### config.mk
export PLATFORM = sky130hd
export DESIGN_NAME = bus_master_wrapper
export DESIGN_NICKNAME = d
export VERILOG_FILES = /design/src/rtl/bus_master_wrapper.sv
export SDC_FILE = /design/constraint.sdc
export NUM_CORES = 1
export LEC_CHECK = 0
export BUFFER_PORTS_ARGS = -buffer_cell sky130_fd_sc_hd__buf_2
export CAP_MARGIN = 20
export CORE_ASPECT_RATIO = 1.1
export CORE_UTILIZATION = 45
export CTS_CLUSTER_DIAMETER = 200
export DETAILED_ROUTE_END_ITERATION = 6
export HOLD_SLACK_MARGIN = 0.02
export PLACE_DENSITY = 0.8
export SYNTH_ARGS = -nofsm -noshare
export SYNTH_HDL_FRONTEND = slang
export SYNTH_SLANG_ARGS = --single-unit
### constraint.sdc
create_clock -name clk -period 2.2 [get_ports clk]
set_input_delay 0.33 -clock clk [delete_from_list [all_inputs] [get_ports clk]]
set_output_delay 0.33 -clock clk [all_outputs]
set_load 0.02 [all_outputs]
### src/rtl/bus_master_wrapper.sv
// bus_master_wrapper: initiator-side bridge from the core load/store port to
// the single-slave memory bus. It runs one request at a time as an address
// phase followed by a data phase, and stretches either phase while HReady is low.
module bus_master_wrapper #(
    parameter int unsigned TIMEOUT = 16
) (
    input  logic        clk,
    input  logic        rst,
    input  logic        Creq,
    input  logic        Cwrite,
    input  logic [31:0] CAddress,
    input  logic [31:0] CWrite_data,
    output logic [31:0] CRead_data,
    output logic [1:0]  Cerr_code,
    output logic        Cdone,
    output logic        Cstall,
    output logic [31:0] HAddress,
    output logic        HWrite,
    output logic [1:0]  HTrans,
    output logic [31:0] HWrite_data,
    input  logic [31:0] HRead_data,
    input  logic [1:0]  HResp,
    input  logic        HReady
);

    localparam int unsigned DW        = 32;
    localparam int unsigned CW        = $clog2(TIMEOUT) + 1;
    localparam int unsigned TO_LAST_I = (TIMEOUT == 0) ? 0 : TIMEOUT - 1;
    localparam logic [CW-1:0] TO_LAST = CW'(TO_LAST_I);
    localparam logic [CW-1:0] CNT_MAX = '1;
    localparam bit            TO_EN   = (TIMEOUT != 0);

    localparam logic [1:0] HTRANS_IDLE   = 2'b00;
    localparam logic [1:0] HTRANS_NONSEQ = 2'b10;
    localparam logic [1:0] ERR_OK        = 2'b00;
    localparam logic [1:0] ERR_SLAVE     = 2'b01;
    localparam logic [1:0] ERR_TIMEOUT   = 2'b10;

    typedef enum logic [1:0] {
        S_IDLE = 2'd0,
        S_ADDR = 2'd1,
        S_DATA = 2'd2,
        S_RESP = 2'd3
    } state_t;

    state_t          r_state;
    state_t          w_next;
    logic [CW-1:0]   r_cnt;
    logic [DW-1:0]   r_haddr;
    logic            r_hwrite;
    logic [DW-1:0]   r_hwdata;
    logic [DW-1:0]   r_crdata;
    logic [1:0]      r_cerr;
    logic            r_cdone;
    logic [1:0]      r_htrans;

    logic            w_latch;
    logic            w_cnt_clr;
    logic            w_cnt_inc;
    logic            w_timeout;
    logic            w_data_done;
    logic            w_expired;

    // A phase aborts on the low-HReady cycle that finds the counter at its last value
    assign w_expired = TO_EN && !HReady && (r_cnt == TO_LAST);

    // Next-state and per-cycle control decode
    always_comb begin
        w_next      = r_state;
        w_latch     = 1'b0;
        w_cnt_clr   = 1'b0;
        w_cnt_inc   = 1'b0;
        w_timeout   = 1'b0;
        w_data_done = 1'b0;
        case (r_state)
            S_IDLE: begin
                if (Creq) begin
                    w_latch   = 1'b1;
                    w_cnt_clr = 1'b1;
                    w_next    = S_ADDR;
                end
            end
            S_ADDR: begin
                if (HReady) begin
                    w_cnt_clr = 1'b1;
                    w_next    = S_DATA;
                end else if (w_expired) begin
                    w_timeout = 1'b1;
                    w_next    = S_RESP;
                end else begin
                    w_cnt_inc = 1'b1;
                end
            end
            S_DATA: begin
                if (HReady) begin
                    w_data_done = 1'b1;
                    w_next      = S_RESP;
                end else if (w_expired) begin
                    w_timeout = 1'b1;
                    w_next    = S_RESP;
                end else begin
                    w_cnt_inc = 1'b1;
                end
            end
            S_RESP: begin
                w_next = S_IDLE;
            end
            default: begin
                w_next = S_IDLE;
            end
        endcase
    end

    // State register
    always_ff @(posedge clk or negedge rst) begin
        if (!rst) r_state <= S_IDLE;
        else      r_state <= w_next;
    end

    // Saturating wait-state counter, cleared at each phase entry
    always_ff @(posedge clk or negedge rst) begin
        if (!rst)                             r_cnt <= '0;
        else if (w_cnt_clr)                   r_cnt <= '0;
        else if (w_cnt_inc && r_cnt != CNT_MAX) r_cnt <= r_cnt + CW'(1);
    end

    // Request fields captured once in IDLE; they double as the bus-side registers
    always_ff @(posedge clk or negedge rst) begin
        if (!rst) begin
            r_haddr  <= '0;
            r_hwrite <= 1'b0;
            r_hwdata <= '0;
        end else if (w_latch) begin
            r_haddr  <= CAddress;
            r_hwrite <= Cwrite;
            r_hwdata <= CWrite_data;
        end
    end

    // HTrans and Cdone follow the state being entered so they line up with it
    always_ff @(posedge clk or negedge rst) begin
        if (!rst) begin
            r_htrans <= HTRANS_IDLE;
            r_cdone  <= 1'b0;
        end else begin
            r_htrans <= (w_next == S_ADDR) ? HTRANS_NONSEQ : HTRANS_IDLE;
            r_cdone  <= (w_next == S_RESP);
        end
    end

    // Completion status and read data; read data only moves on a clean read
    always_ff @(posedge clk or negedge rst) begin
        if (!rst) begin
            r_cerr   <= ERR_OK;
            r_crdata <= '0;
        end else if (w_timeout) begin
            r_cerr <= ERR_TIMEOUT;
        end else if (w_data_done) begin
            r_cerr <= (HResp == 2'b00) ? ERR_OK : ERR_SLAVE;
            if (!r_hwrite && HResp == 2'b00) r_crdata <= HRead_data;
        end
    end

    assign Cstall      = Creq && (r_state != S_RESP);
    assign CRead_data  = r_crdata;
    assign Cerr_code   = r_cerr;
    assign Cdone       = r_cdone;
    assign HAddress    = r_haddr;
    assign HWrite      = r_hwrite;
    assign HTrans      = r_htrans;
    assign HWrite_data = r_hwdata;

endmodule

==> impl_metrics.env <==
export IMPL_core_area_um2=9305
export IMPL_whs_endpoint="CRead_data[12]"
export IMPL_syn_inst=274
export IMPL_yosysSeqAreaShare_pct=63.01
export IMPL_totalWireLength_mm=8.708
export IMPL_place_ws_ps=158.0
export IMPL_maxCapViolations=0
export IMPL_grt_total_usage_pct=17.98
export IMPL_viasPerCell=4.825
export IMPL_rows=37
export IMPL_power_density_nw_per_um2=1442
export IMPL_outcome="complete, no violations"
export IMPL_fp_dieH_um=104.4
export IMPL_rsz0062_at_grt="false"
export IMPL_irDropWorstVdd_uv=716.2
export IMPL_dpl_cell_area_um2=5439
export IMPL_h_tree_depth=3
export IMPL_p_leak_uw=0.002953
export IMPL_first_pass_iters=4
export IMPL_syn_area_per_cell_um2=15.65
export IMPL_drtIter0Drc=60
export IMPL_dieArea_um2=9926
export IMPL_numPortBuffers=204
export IMPL_hp_start="HRead_data[12]"
export IMPL_clockRootBuffer="clkbuf_8"
export IMPL_cp_end_kind="register"
export IMPL_drcViolationCount=0
export IMPL_multi_input_area_um2=1456
export IMPL_final_common_cell="buf_2"
export IMPL_syn_area_um2=4289
export IMPL_final_nets=593
export IMPL_slew_headroom_pct=64.08
export IMPL_dp_hpwl_mm=6.810
export IMPL_r2r_setup_slack_ps=140
export IMPL_post_cts_resized=0
export IMPL_ys_ff_latch=108
export IMPL_synth_warnings=0
export IMPL_cts_hold_buf=1
export IMPL_fillers=750
export IMPL_r2r_start="r_cnt[0]"
export IMPL_grt_pass1_wl_mm=13.80
export IMPL_p_total_uw=8135
export IMPL_crit_type="register to register"
export IMPL_startpoint_type="register"
export IMPL_clk_latency_ps=360
export IMPL_cts_setup_buffers=0
export IMPL_min_period_ps=2055
export IMPL_start_util_pct=46.09
export IMPL_r2r_cells=6
export IMPL_area_sequential_um2=2703
export IMPL_n_antenna_cell=0
export IMPL_die_x_um=95.09
export IMPL_wl_per_cell_um=14.39
export IMPL_cp_data_required_time_ps=2490
export IMPL_setup_viol=0
export IMPL_cts_sinks=108
export IMPL_hold_viol=0
export IMPL_min_path_type="input pin to register"
export IMPL_synth_nets=384
export IMPL_min_period_over_period_pct=93.42
export IMPL_ios=206
export IMPL_worst_slew_pin_slew_ps=538.8
export IMPL_final_util_pct=60.64
export IMPL_slew_viol_final=0
export IMPL_cts_buffers=9
export IMPL_r2r_end="r_cnt[4]"
export IMPL_cts_tree="built"
export IMPL_globalplace_congestion=0.7668
export IMPL_drive_gt1_share_pct=67.62
export IMPL_fin_tns_setup_ps=0
export IMPL_detail_route_antenna_nets=0
export IMPL_vias=2919
export IMPL_ys_types=28
export IMPL_clock_path_buffers=2
export IMPL_overflow=0
export IMPL_hold_depth=2
export IMPL_grt_pass1_vias=3108
export IMPL_arrival_ps=2340
export IMPL_area_growth_pct=31.56
export IMPL_fin_skew_ps=15.55
export IMPL_grt_max_degree=45
export IMPL_antenna_found_initial=0
export IMPL_fin_area_um2=5643
export IMPL_layout_setup_ws_ps=144.7
export IMPL_max_freq_mhz=486.6
export IMPL_final_cell_mix="203 x buf_2, 108 x dfrtp_1, 98 x mux2_2"
export IMPL_path_clk_slew_ps=110
export IMPL_crit_path_max_fanout=5
## logic make-up after synthesis
kind of cell	after synthesis	synth area share, %
AOI/OAI and AO/OA	12	1.692
adders and majority gates	7	2.042
muxes	99	25.96
DFF	108	63.01
other	1	0.08743
buffers and inverters	17	3.092
xor gates and xnor gates	3	0.6127
and+or+nand+nor	27	3.501
## through the flow
step                instances  hold WS (ps)
floorplan                 274         34.41
global placement          588         338.5
detailed placement        588         342.3
CTS                       605         178.4
global route              605         166.8
finish                    605         189.7
## flip-flops by register name, summed over array words and instances (netlist names)
register     count
HAddress        32
HWrite_data     32
CRead_data      32
Cerr_code        2
HWrite           1
r_cnt            5
HTrans           1
r_state          2
Cdone            1
## area by class of cell
class / instances / area share [%]
sequential: 108 / 47.89
multi-input combinational: 149 / 25.81
timing repair buffer: 211 / 20.00
clock buffer: 11 / 2.683
tap: 117 / 2.594
clock inverter: 5 / 0.7539
inverter: 4 / 0.2661
## synthesized netlist by cell type, drive strengths merged
cell,instances,area share (%)
and2b,1,0.20
xnor2,1,0.20
a211oi,2,0.35
o211ai,1,0.18
nor2,12,1.1
o21ai,2,0.23
inv,4,0.35
nand2,8,0.70
a2bb2oi,1,0.20
buf,12,2.6
clkbuf,1,0.12
nand4,1,0.15
conb,1,0.087
mux2,98,26
ha,7,2.0
nor4b,1,0.55
dfrtp,108,63
and3,1,0.15
xor2,2,0.41
nor2b,1,0.15
mux2i,1,0.23
or2,1,0.15
nand4b,1,0.35
a21oi,5,0.58
o22ai,1,0.15
## critical path: stages (launching register included)
cell and delay [ps]:
dfrtp_1 420, ha_1 220, and3_1 200, ha_1 250, nor4b_4 450, mux2_2 380
nor2_1 80
## power by group
| part | leakage, uW | switching [uW] | internal [uW] | total [uW] |
|---|---|---|---|---|
| clock network | 0.000102 | 667 | 491 | 1160 |
| registers | 0.00132 | 439 | 2880 | 3310 |
| logic | 0.00153 | 2080 | 1590 | 3660 |
| total | 0.00295 | 3180 | 4950 | 8130 |
## routing by layer
layer  routed length, um  global-route usage, %
met2                4517                  32.40
met3                 770                  5.994
met5                   0                      0
met1                3239                  18.57
met4                 180                  7.359
## worst max path at each step
| stage | from | to | slack, ps |
|---|---|---|---|
| 3_3_place_gp | r_cnt[0] | r_cnt[4] | 220 |
| 5_1_grt | r_cnt[0] | r_cnt[3] | 10 |
| 6_report | r_cnt[0] | r_cnt[4] | 140 |
| 2_1_floorplan | r_cnt[0] | r_cnt[4] | 280 |
| 4_1_cts | r_cnt[0] | r_cnt[4] | 140 |
| 3_5_place_dp | r_cnt[0] | r_cnt[3] | 160 |
(Power assumes the default switching activity.)
